[src/rtl/mem_arbiter_pkg.sv]
// Shared constants and types for the iCache/dCache memory port arbiter.
package mem_arbiter_pkg;

  localparam int WORD_W     = 32;
  localparam int LINE_WORDS = 8;

  // Master IDs, also used as the owner / last-grant register encoding
  localparam logic IMASTER = 1'b0;
  localparam logic DMASTER = 1'b1;

  typedef enum logic [1:0] {
    ST_IDLE = 2'd0,
    ST_ADDR = 2'd1,
    ST_DATA = 2'd2
  } state_t;

  // Burst counter width; at least one bit so MAX_BURST=1 still elaborates
  function automatic int burst_w(input int n);
    return (n > 1) ? $clog2(n) : 1;
  endfunction

endpackage

[src/rtl/mem_arbiter_rr_pick.sv]
// Combinational winner select between iCache and dCache requests.
module rr_pick
  import mem_arbiter_pkg::*;
#(
  parameter int RR_EN = 1
) (
  input  logic i_ireq,
  input  logic i_dreq,
  input  logic i_last,
  output logic o_pick
);

  // Single requester wins outright; on a tie either alternate or favour dCache
  always_comb begin
    o_pick = IMASTER;
    if (i_dreq && !i_ireq)
      o_pick = DMASTER;
    else if (i_dreq && i_ireq)
      o_pick = (RR_EN != 0) ? ~i_last : DMASTER;
  end

endmodule

[src/rtl/mem_arbiter.sv]
// Two-master (iCache/dCache) arbiter onto a single addr_ok/data_ok memory port.
// One transaction outstanding; an owner may burst up to MAX_BURST transactions.
module mem_arbiter
  import mem_arbiter_pkg::*;
#(
  parameter int RR_EN     = 1,
  parameter int MAX_BURST = LINE_WORDS
) (
  input  logic              clk,
  input  logic              resetn,
  input  logic              i_req,
  input  logic [WORD_W-1:0] i_addr,
  output logic [WORD_W-1:0] i_rdata,
  output logic              i_addr_ok,
  output logic              i_data_ok,
  input  logic              d_req,
  input  logic              d_wen,
  input  logic [WORD_W-1:0] d_addr,
  input  logic [WORD_W-1:0] d_wdata,
  output logic [WORD_W-1:0] d_rdata,
  output logic              d_addr_ok,
  output logic              d_data_ok,
  output logic              mem_req,
  output logic              mem_wen,
  output logic [WORD_W-1:0] mem_addr,
  output logic [WORD_W-1:0] mem_wdata,
  input  logic [WORD_W-1:0] mem_rdata,
  input  logic              mem_addr_ok,
  input  logic              mem_data_ok,
  output logic              gnt_d
);

  localparam int            BW         = burst_w(MAX_BURST);
  localparam logic [BW-1:0] BURST_LAST = BW'(MAX_BURST - 1);

  state_t        r_state;
  logic          r_owner;
  logic          r_last;
  logic [BW-1:0] r_burst;

  logic w_pick;
  logic w_owner;
  logic w_owner_req;
  logic w_mem_req;
  logic w_accept;
  logic w_done;

  rr_pick #(.RR_EN(RR_EN)) u_pick (
    .i_ireq (i_req),
    .i_dreq (d_req),
    .i_last (r_last),
    .o_pick (w_pick)
  );

  // In IDLE the fresh winner drives the port directly; otherwise the latched owner.
  // Everything visible is gated by resetn so reset clears outputs immediately.
  always_comb begin
    w_owner     = (r_state == ST_IDLE) ? w_pick : r_owner;
    w_owner_req = (w_owner == DMASTER) ? d_req : i_req;
    w_mem_req   = resetn && (r_state != ST_DATA) && w_owner_req;
    w_accept    = w_mem_req && mem_addr_ok;
    w_done      = resetn && (r_state == ST_DATA) && mem_data_ok;
  end

  assign mem_req   = w_mem_req;
  assign mem_wen   = w_mem_req && (w_owner == DMASTER) && d_wen;
  assign mem_addr  = (w_owner == DMASTER) ? d_addr : i_addr;
  assign mem_wdata = d_wdata;
  assign i_addr_ok = w_accept && (w_owner == IMASTER);
  assign d_addr_ok = w_accept && (w_owner == DMASTER);
  assign i_data_ok = w_done && (r_owner == IMASTER);
  assign d_data_ok = w_done && (r_owner == DMASTER);
  assign i_rdata   = mem_rdata;
  assign d_rdata   = mem_rdata;
  assign gnt_d     = resetn && (w_owner == DMASTER) && ((r_state != ST_IDLE) || w_mem_req);

  // Ownership FSM with burst counter; last-grant updates only when a tenure ends on data
  always_ff @(posedge clk or negedge resetn) begin
    if (!resetn) begin
      r_state <= ST_IDLE;
      r_owner <= IMASTER;
      r_last  <= IMASTER;
      r_burst <= '0;
    end else begin
      case (r_state)
        ST_IDLE: begin
          if (w_mem_req) begin
            r_owner <= w_pick;
            r_state <= mem_addr_ok ? ST_DATA : ST_ADDR;
          end
        end
        ST_ADDR: begin
          if (!w_owner_req) begin
            r_state <= ST_IDLE;
            r_burst <= '0;
          end else if (mem_addr_ok) begin
            r_state <= ST_DATA;
          end
        end
        ST_DATA: begin
          if (mem_data_ok) begin
            if (w_owner_req && (r_burst < BURST_LAST)) begin
              r_state <= ST_ADDR;
              r_burst <= r_burst + 1'b1;
            end else begin
              r_state <= ST_IDLE;
              r_burst <= '0;
              r_last  <= r_owner;
            end
          end
        end
        default: begin
          r_state <= ST_IDLE;
          r_burst <= '0;
        end
      endcase
    end
  end

endmodule

[config.mk]
export PLATFORM = sky130hd
export DESIGN_NAME = mem_arbiter
export DESIGN_NICKNAME = d
export VERILOG_FILES = /design/src/rtl/mem_arbiter_pkg.sv /design/src/rtl/mem_arbiter_rr_pick.sv /design/src/rtl/mem_arbiter.sv
export SDC_FILE = /design/constraint.sdc
export NUM_CORES = 1
export LEC_CHECK = 0
export BUFFER_PORTS_ARGS = -buffer_cell sky130_fd_sc_hd__clkbuf_2
export CAP_MARGIN = 40
export CORE_AREA = 5 5 101 103
export CTS_CLUSTER_DIAMETER = 30
export DETAILED_ROUTE_END_ITERATION = 7
export DIE_AREA = 0 0 106 108
export GPL_ROUTABILITY_DRIVEN = 0
export SLEW_MARGIN = 20
export SYNTH_ARGS = -nofsm -noshare
export SYNTH_HDL_FRONTEND = slang
export SYNTH_SLANG_ARGS = --single-unit
export TNS_END_PERCENT = 1
[constraint.sdc]
create_clock -name clk -period 2.8 [get_ports clk]
set_input_delay 0.42 -clock clk [delete_from_list [all_inputs] [get_ports clk]]
set_output_delay 0.42 -clock clk [all_outputs]
set_load 0.01 [all_outputs]
== Word level (Yosys, flattened, before mapping) ==
Cells that the tools add are included.
Word-level totals
  bits in registers: 7
  input port bits: 135
  output and inout port bits: 135
  word-level logic and storage cells: 58
Operators by class
  $add $sub $neg: 1
  magnitude comparators: 1
  equal/unequal tests: 7
  multiplexer cells: 16
  bitwise gates (word level): 5
  reduce and logical (&&, ||, !) cells: 24
Operators with widths (number)
  32-bit two-way mux: 1
  1-bit logical AND: 16
  2-bit two-way mux: 5
  3-bit two-way mux: 3
  3-bit one-hot mux with 3 select lines: 1
  3-bit AND reduction: 3
  2-bit != test, second input constant: 4
  2-bit one-hot mux with 3 select lines: 1
  1-bit two-way mux: 5
  1-bit inverter: 5
  3-bit by 1-bit adder with 3-bit output, second input constant: 1
  3-bit less-than comparator, second input constant: 1
  3-bit != test, second input constant: 1
  2-bit by 1-bit == test with 1-bit output, second input constant: 1
  2-bit == test, second input constant: 1
  2-bit zero test: 1
  2-bit AND reduction: 1
  2-bit nonzero test: 1
  1-bit zero test: 1
  1-bit logical OR: 1

== Logic depth before layout (Yosys ltp) ==
Gate-level depths: netlist of the first run.
  word-level depth: 9
  depth in mapped cells: 5
  gate-level depth less buffers: 4

== Hierarchy ==
Synthesis of the first run repeated with hierarchy kept, for this count alone.
Unflattened totals
  cell total of the unflattened synthesis: 181
  area total of the unflattened synthesis: 1582.8 um2
By module, submodules not included
  mem_arbiter: times used 1, cells an instance 180, area each 1571.5 um2, sequential area each 175.2 um2
  rr_pick: times used 1, cells an instance 1, area each 11.3 um2, sequential area each 0.0 um2

== Least setup slack after synthesis of the first run ==
Ideal clock, no wire load.
  path type: flip-flop to output port
  start point: reg r_owner
  end point: out mem_addr[0]
  arrival time: 1.496 ns
  required time: 2.380 ns
  path slack: 0.884 ns
  cell stages (with the launch flop): 6
  path buffers: 2
  path through: dfrtp_1 -> buf_4 -> o21ai_1 -> a21boi_2 -> buf_4 -> mux2_1
On the way
  longest elaborated chain between the ends: 2
RTL lines
  start: declaration: RTL line mem_arbiter.sv:37  | logic r_owner;
  start signal: assignment: RTL line mem_arbiter.sv:88  | r_owner <= w_pick;
  1-bit two-way mux: RTL line mem_arbiter.sv:58  | w_owner = (r_state == ST_IDLE) ? w_pick : r_owner;
  32-bit two-way mux: RTL line mem_arbiter.sv:67  | assign mem_addr = (w_owner == DMASTER) ? d_addr : i_addr;
  end: declaration: RTL line mem_arbiter.sv:25  | output logic [WORD_W-1:0] mem_addr,
No other way between the ends.

== Worst setup path in the final report of the first run ==
  start point: reg r_state[1]
  end point: out mem_addr[26]
On the way
  longest elaborated chain between the ends: 3
RTL lines
  start: declaration: RTL line mem_arbiter.sv:36  | state_t r_state;
  start signal: assignment: RTL line mem_arbiter.sv:89  | r_state <= mem_addr_ok ? ST_DATA : ST_ADDR;
  2-bit zero test: RTL line mem_arbiter.sv:58
  1-bit two-way mux: RTL line mem_arbiter.sv:58
  32-bit two-way mux: RTL line mem_arbiter.sv:67
No other way between the ends.

==> results of run 1 <==
[power by group through the flow]
stage | Combinational, uW | Clock (uW) | Sequential, uW
after floorplan | 621 | 0 | 153
after global placement | 764 | 0 | 176
after detailed placement | 774 | 0 | 179
after CTS | 780 | 147 | 178
after global routing | 880 | 154 | 182
final | 805 | 140 | 177
[worst paths after layout]
check | startpoint | endpoint | slack, ns | cells after the start
max reg2reg | r_owner | r_owner | 1.10 | 4
min in group clk | mem_data_ok | r_state[1] | 0.49 | 3
max | r_state[1] | mem_addr[26] | 0.41 | 5
min reg2reg | r_burst[2] | r_burst[2] | 0.50 | 1
min | resetn | r_last | 0.07 | 1
max in group asynchronous | resetn | r_burst[0] | 2.52 | 1
[state kept, by name (all words and copies together), names as in the netlist]
signal	cells
r_burst	3
r_last	1
r_owner	1
r_state	2
[through the flow]
step	hold slack (ns)	worst slack (ns)	cell area [um2]
floorplan	0.124	0.884	1590
global placement	0.312	0.335	1560
detailed placement	0.313	0.275	1560
CTS	0.0697	0.0986	1610
global route	0.0818	0.277	1640
finish	0.0662	0.406	1640
[synth_stat cells (all sizes together)]
| cell type | n |
|---|---|
| nor2b | 1 |
| ha | 1 |
| nor3 | 2 |
| nor2 | 6 |
| and2 | 2 |
| mux2 | 34 |
| a21oi | 2 |
| o41ai | 1 |
| inv | 2 |
| a22o | 1 |
| or4 | 1 |
| a21boi | 3 |
| nand2 | 2 |
| or3 | 1 |
| and3 | 3 |
| dfrtp | 7 |
| o21ai | 6 |
| mux2i | 1 |
| o31ai | 2 |
| o21a | 1 |
| o2bb2ai | 1 |
| nand2b | 1 |
| buf | 101 |
| o22ai | 1 |
| nor4b | 1 |
| and3b | 1 |
[kinds of logic (layout without fill, tap and decap cells)]
family,Yosys count,count (layout),share of synthesized area [%]
muxes,35,35,24.7
buffers and inverters,103,123,48.0
adders and majority gates,1,1,0.787
AOI/OAI and AO/OA,18,18,8.26
DFF,7,7,11.0
and+or+nand+nor,21,21,7.24
[critical path, cell delays in order (launching register included)]
cell      delay [ns]
dfrtp_1         0.45
o21ai_1         0.21
a21boi_4        0.32
buf_4           0.25
mux2_1          0.38
clkbuf_2        0.14
[area by class of cell]
cell class	count	area, um2	share of cell area, %
Inverter	2	7.51	0.457
Tap cell	111	139	8.45
Clock buffer	4	45.0	2.74
Multi-Input combinational cell	75	659	40.1
Timing Repair Buffer	117	618	37.6
Sequential cell	7	175	10.7
[repair_timing]
item,4_1_cts,5_1_grt
setup buffers,0,5
resized for setup,0,0
endpoints found under the setup margin,0,1
[layer usage]
metal / wire length, um / up-vias / track usage (%) / share of wire (%)
met1: 1870 / 529 / 7.58 / 34
met4: 65 / 0 / 2.50 / 1.2
met3: 933 / 16 / 6.33 / 17
li1: - / 565 / - / -
met2: 2580 / 120 / 13.7 / 47
met5: 0 / - / 0 / 0
==> flow_summary.yaml, run 1 <==
run_status:
  status: "finished, final reports clean"
timing:
  period_share_pct: 85.5
  rsz0062_at_grt: "no"
  hold_viol_final: 0
  relSlewSlack_pct: 70.8
  fin_tns_setup_ns: 0
  tightest_slew_ns: 0.434
  max_freq_mhz: 418
  drv_slew: 0
  fin_crit_ns: 2.39
  clock_skew_ns: 0.00137
  setup_viol: 0
worst_setup_path:
  endpoint_kind: "primary output"
  cp.arrival_ns: 1.97
  criticalPathCategory: "flip-flop to primary output"
  crit_fanout: 9
  cp-start-kind: "flip-flop"
  cp.required_ns: 2.38
clock_tree:
  tritoncts: "built"
  cts_hold_buf: 0
  clk_pin_slew_ns: 0.04
  cts_max_level: 1
  insertion_delay_ns: 0.22
  cts_buffers: 3
  cts-root-buf: "clkbuf_8"
  cts.sinks: 7
  cts.path.max_buffers: 2
power_and_ir_drop:
  internal-power_uw: 636
  swShare_pct: 43.3
  p_clk_share_pct: 12.5
  p_total_uw: 1120
  power_switching_uw: 487
  comb_power_share_pct: 71.7
  seqPwrFrac_pct: 15.8
  leakagePower_uw: 0.000872
  powerDensity_nw_per_um2: 683
  ir_drop_uv: 141
floorplanning:
  core-area_um2: 9110
  ioPinCount: 270
  design.die.area_um2: 11400
  die_h_um: 108
  die_w_um: 106
  start_util_pct: 17.5
  num_rows: 35
cells_and_area:
  syn_to_final_growth_pct: 3.38
  finalNetCount: 342
  post-route-util_pct: 18.0
  final_common_cell: "clkbuf_2"
  final_cell_mix: "109 x clkbuf_2, 29 x mux2_1, 7 x buf_4, 7 x dfrtp_1, 6 x nor2_1"
  final_layout_size_suffix_gt1_share_pct: 62.4
  fill_cells: 1021
  diodes: 0
  instances_no_fill: 316
route:
  first_pass_iters: 2
  drc_errors: 0
  dr_total_vias: 1230
  wl_per_cell_um: 17.2
  ant_nets: 0
  drt_iter0_markers: 47
  vias_per_cell: 3.89
  wl_um: 5450
logic_synthesis:
  ys_ff_latch: 7
  synth.avg_cell_area_um2: 8.60
  ys_seq_area_share_pct: 11.0
  syn-num-nets: 321
  synthCells: 185
  yosysWarnings: 0
  synth_top_cell_by_area: "buf_4"
  synth_cell_type_count: 30
  synth_top_area_share_pct: 47.2
  synth_area_leaders: "buf_4 47%, mux2_1 21%, dfrtp_1 11%"
  netlist_area_um2: 1590
grt:
  grt_usage_pct: 8.09
  grt_overflow: 0
  grt_pass1_vias: 1218
  antenna_found_initial: 0
  grt_max_degree: 22
  grt_pass1_wl_um: 6920
place:
  portBuffers: 109
  dp.cells: 307
flow_run:
  maxCapViolCount: 0
hold_path:
  hp-class: "input port to asynchronous set/reset pin"
(Power assumes the default switching activity.)
==> inputs of run 2 (changes only) <==
--- a/config.mk
+++ b/config.mk
@@ -5,15 +5,16 @@
 export SDC_FILE = /design/constraint.sdc
 export NUM_CORES = 1
 export LEC_CHECK = 0
-export BUFFER_PORTS_ARGS = -buffer_cell sky130_fd_sc_hd__clkbuf_2
 export CAP_MARGIN = 40
 export CORE_AREA = 5 5 101 103
 export CTS_CLUSTER_DIAMETER = 30
 export DETAILED_ROUTE_END_ITERATION = 7
 export DIE_AREA = 0 0 106 108
+export DONT_BUFFER_PORTS = 1
 export GPL_ROUTABILITY_DRIVEN = 0
 export SLEW_MARGIN = 20
 export SYNTH_ARGS = -nofsm -noshare
 export SYNTH_HDL_FRONTEND = slang
+export SYNTH_HIERARCHICAL = 1
 export SYNTH_SLANG_ARGS = --single-unit
 export TNS_END_PERCENT = 1
==> flow_summary.yaml, run 2 <==
grt:
  met1_usage_pct: 5.61
  busiest_layer: "met2"
  grt_overflow: 0
  met2_usage_pct: 12.5
  grt_max_degree: 37
  use_met3_pct: 4.30
  grt_pass1_vias: 876
  antenna_found_initial: 1
  grt_pass1_wl_um: 5660
  grt_usage_pct: 6.72
place:
  hpwlAfterDp_um: 3940
  portBuffers: 0
  pre_cts_slack_ns: 0.569
  dp.cells: 196
clock_tree:
  cts_buffers: 3
  clk_pin_slew_ns: 0.04
  cts_max_level: 1
  tritoncts: "built"
  cts-root-buf: "clkbuf_8"
  cts.path.max_buffers: 2
  insertion_delay_ns: 0.23
  cts.sinks: 7
timing:
  relSlewSlack_pct: 71.1
  setup_slack_ns: 0.342
  drv_slew: 0
  period_share_pct: 87.8
  clock_skew_ns: 0.00241
  fin_tns_setup_ns: 0
  max_freq_mhz: 407
  fin_crit_ns: 2.46
  hold_viol_final: 0
  tightest_slew_ns: 0.421
  setup_viol: 0
  rsz0062_at_grt: "no"
worst_setup_path:
  cp-start-kind: "flip-flop"
  endpoint_kind: "primary output"
  criticalPathCategory: "flip-flop to primary output"
  crit_start: "r_state[1]"
  cp.arrival_ns: 2.04
  cp.required_ns: 2.38
  r2r_start: "r_state[1]"
  crit_fanout: 36
logic_synthesis:
  yosysMostFrequentCell: "buf_4"
  async_flop_share_pct: 100
  synthCells: 181
  yosysWarnings: 6
  netlist_area_um2: 1580
  synth_area_leaders: "buf_4 46%, mux2_2 24%, dfrtp_1 11%"
  ys_ff_latch: 7
  ys_seq_area_share_pct: 11.1
  synth.avg_cell_area_um2: 8.74
  synth_top_cell_by_area: "buf_4"
  synthTopCellsByCount: "96 x buf_4, 34 x mux2_2, 7 x dfrtp_1, 7 x nor2_1, 4 x buf_2"
  synth_cell_type_count: 29
  synth_edf_count: 0
  syn-num-nets: 317
  ys.flop_type: "dfrtp_1"
  synth_top_area_share_pct: 45.5
cells_and_area:
  final_common_cell: "mux2_2"
  finalNetCount: 227
  instances_no_fill: 202
  largest_reg_flops: 3
  syn_to_final_growth_pct: -32.3
  seqCellArea_um2: 175
  final_cell_mix: "34 x mux2_2, 7 x nor2_1, 7 x dfrtp_1"
  post-route-util_pct: 11.8
  top_register: "r_burst"
  largestRegisters: "r_burst: 3 flops, r_state: 2 flops"
  fill_cells: 1012
  final_layout_size_suffix_gt1_share_pct: 53.3
  multi_input_area_um2: 659
route:
  vias_per_cell: 4.15
  wl_per_cell_um: 22.3
  first_pass_iters: 4
  drc_errors: 0
  dr_total_vias: 839
  drt_iter0_markers: 25
  wl_um: 4510
  ant_nets: 0
power_and_ir_drop:
  powerDensity_nw_per_um2: 789
  ir_drop_uv: 206
  internal-power_uw: 475
  power_switching_uw: 371
  leakagePower_uw: 0.000400
  comb_power_share_pct: 62.8
  seqPwrFrac_pct: 20.1
  p_clk_share_pct: 17.1
  swShare_pct: 43.8
floorplanning:
  die_h_um: 108
  core-area_um2: 9110
  start_util_pct: 17.4
  ioPinCount: 270
  num_rows: 35
  design.die.area_um2: 11400
  die_w_um: 106
hold_path:
  holdCritStartpoint: "mem_addr_ok"
  hp-class: "input port to flip-flop"
run_status:
  status: "finished, final reports clean"
flow_run:
  maxCapViolCount: 0
[run 2: changes by cell type after synthesis, sizes merged, moves of 2 or more]
cell | before | now
and2 | 2 | 0
a21boi | 3 | 1
a21o | 0 | 2
nor4b | 1 | 3
o21ai | 6 | 2
nor2 | 6 | 8
[run 2: layout make-up]
class	instances	share of cell area [%]
repair buffers	6	4.43
clock buffers	4	4.20
flip-flops and latches	7	16.3
multi-input cells	72	61.5
well taps	111	13.0
diodes	1	0.233
inverters	1	0.350
[run 2: stage by stage]
stage / hold slack [ns] / power [uW] / cell area, um2
after floorplan: 0.124 / 756 / 1580
after global placement: 0.125 / 707 / 1010
after detailed placement: 0.125 / 712 / 1010
after CTS: 0.346 / 868 / 1070
after global routing: 0.346 / 909 / 1070
final: 0.346 / 846 / 1070
[run 2: routing by layer]
| layer | routed length (um) | part of all wire [%] |
|---|---|---|
| met1 | 1210 | 27 |
| met2 | 2420 | 54 |
| met3 | 776 | 17 |
| met4 | 97 | 2.2 |
| met5 | 0 | 0 |
[run 2: critical path, stage by stage, from the launching register on]
cell     delay (ns)
dfrtp_1        0.46
nor2_2         0.20
mux2i_4        0.26
buf_4          0.42
mux2_2         0.44
[run 2: power groups by stage]
stage	clock (uW)	combinational (uW)	sequential, uW
final	144	531	170
after global routing	159	572	178
after CTS	151	548	170
after detailed placement	0	541	171
after global placement	0	540	167
after floorplan	0	599	157
[run 2: logic make-up after synthesis]
kind of cell	synth area share (%)
buffers and inverters	47.3
muxes	27.0
DFF	11.1
adders and majority gates	0.790
AOI/OAI and AO/OA	5.14
and+or+nand+nor	8.78
[run 2: timing repair]
action | CTS | global route
endpoints found under the hold margin | 7 | 0
setup endpoints to repair | 0 | 0
buffers inserted | 0 | 0
resized for setup | 0 | 0
hold buffers | 1 | 0
[run 2: path summary, 6_finish.rpt]
| check | to | slack [ns] | depth (start not counted) |
|---|---|---|---|
| setup / recovery | mem_addr[31] | 0.34 | 4 |
| hold reg to reg | r_burst[2] | 0.53 | 1 |
| setup reg to reg | r_burst[1] | 0.67 | 6 |
| min in group asynchronous | r_burst[0] | 0.54 | 1 |
| max in group asynchronous | r_owner | 2.00 | 1 |
| hold / removal | r_state[1] | 0.35 | 2 |
==> inputs of run 3 (changes only) <==
--- a/config.mk
+++ b/config.mk
@@ -12,9 +12,9 @@
 export DIE_AREA = 0 0 106 108
 export DONT_BUFFER_PORTS = 1
 export GPL_ROUTABILITY_DRIVEN = 0
+export REMOVE_ABC_BUFFERS = 1
 export SLEW_MARGIN = 20
 export SYNTH_ARGS = -nofsm -noshare
 export SYNTH_HDL_FRONTEND = slang
-export SYNTH_HIERARCHICAL = 1
 export SYNTH_SLANG_ARGS = --single-unit
 export TNS_END_PERCENT = 1
==> flow_summary.yaml, run 3 (synthesis gave the netlist of run 1 again) <==
run_status:
  status: "finished, final reports clean"
clock_tree:
  insertion_delay_ns: 0.23
  cts_buffers: 3
  cts-resized-gates: 0
  tritoncts: "built"
  cts.sinks: 7
  cts_max_level: 1
  cts_hold_buf: 1
  clk_pin_slew_ns: 0.04
  cts.path.max_buffers: 2
  post_cts_buffers: 0
  cts-root-buf: "clkbuf_8"
flow_run:
  maxCapViolCount: 0
route:
  ant_nets: 0
  vias_per_cell: 5.18
  drt_iter0_markers: 77
  wl_um: 12900
  dr_total_vias: 1046
  wl_per_cell_um: 63.9
  first_pass_iters: 4
  drc_errors: 0
worst_setup_path:
  criticalPathCategory: "flip-flop to primary output"
  r2r_start: "r_state[0]"
  endpoint_kind: "primary output"
  cp-start-kind: "flip-flop"
  cp.arrival_ns: 2.07
  cp.required_ns: 2.38
  path_cells: "o21ai_1, a21boi_4, buf_4, mux2_1"
  crit_fanout: 14
  r2r_cells: 4
  critPathTopFamily: "compound AO/OA/AOI/OAI gates"
  slowest_stage: "dfrtp_1"
  critical-path-max-stage-delay_ns: 0.50
  critPathBufInv: 1
  path_depth: 4
  crit_start: "r_state[0]"
grt:
  grt_overflow: 0
  grt_pass1_wl_um: 14400
  grt_usage_pct: 20.7
  grt_pass1_vias: 1024
  use_met3_pct: 21.4
  met1_usage_pct: 11.1
  grt_max_degree: 15
  antenna_found_initial: 0
  met2_usage_pct: 41.8
  busiest_layer: "met2"
hold_path:
  min_path_cells: 2
  holdCritStartpoint: "mem_addr_ok"
  hp-class: "input port to flip-flop"
floorplanning:
  start_util_pct: 17.5
  num_rows: 35
  ioPinCount: 270
  core-area_um2: 9110
  design.die.area_um2: 11400
  die_h_um: 108
  die_w_um: 106
power_and_ir_drop:
  powerDensity_nw_per_um2: 818
  leakagePower_uw: 0.000386
  ir_drop_uv: 144
cells_and_area:
  diodes: 0
  final_cell_mix: "29 x mux2_1, 7 x dfrtp_1, 6 x nor2_1"
  largestRegisters: "r_burst: 3 flops, r_state: 2 flops"
  final_common_cell: "mux2_1"
  syn_to_final_growth_pct: -33.9
  largest_reg_flops: 3
  post-route-util_pct: 11.5
  finalNetCount: 228
  top_register: "r_burst"
  final_layout_size_suffix_gt1_share_pct: 14.3
  fill_cells: 1020
  finish.instance_area_um2: 1050
timing:
  finalHoldWorstSlack_ns: 0.354
  setup_slack_ns: 0.310
  drv_slew: 0
  fin_crit_ns: 2.49
  rsz0062_at_grt: "no"
  tightest_slew_ns: 0.455
  period_share_pct: 88.9
  max_freq_mhz: 402
  relSlewSlack_pct: 69.4
  fin_tns_setup_ns: 0
  setup_viol: 0
  clock_skew_ns: 0.00124
  hold_viol_final: 0
place:
  hpwlAfterDp_um: 12000
  pre_cts_slack_ns: 0.558
  dpl-instance-area_um2: 996
  portBuffers: 0
==> run 3: power by group <==
group / switching (uW) / total (uW) / internal [uW]
clock network: 47.3 / 146 / 98.8
registers: 48.5 / 182 / 133
logic: 312 / 531 / 219
==> run 3: stage by stage <==
stage | instances | power, uW
6_report | 202 | 859
5_1_grt | 202 | 912
4_1_cts | 202 | 867
3_5_place_dp | 197 | 712
3_3_place_gp | 197 | 705
2_1_floorplan | 84 | 593
==> run 3: cell type report <==
cell class                      count  area [um2]  share of cell area (%)
Sequential cell                     7         175                    16.7
Clock buffer                        4        45.0                    4.29
Tap cell                          111         139                    13.2
Inverter                            2        7.51                   0.714
Timing Repair Buffer                3        25.0                    2.38
Multi-Input combinational cell     75         659                    62.7
==> run 3: final timing paths <==
kind                               end  slack [ns]
max                        mem_addr[4]        0.31
min                         r_state[1]        0.35
max reg2reg                    r_owner        1.06
min reg2reg                 r_burst[2]        0.48
max in group asynchronous   r_burst[0]        2.01
min in group asynchronous   r_state[1]        0.53
==> run 3: worst register-to-register path, cell delays in order (launching register included) <==
cell       delay, ns
dfrtp_1         0.50
a21boi_2        0.19
o2bb2ai_2       0.11
or4_1           0.50
mux2_1          0.32
==> run 3: routing by layer <==
layer	vias to the layer above	part of all wire, %
met4	0	3.4
met1	463	20
met3	14	21
met2	229	56
met5	-	0
li1	340	-
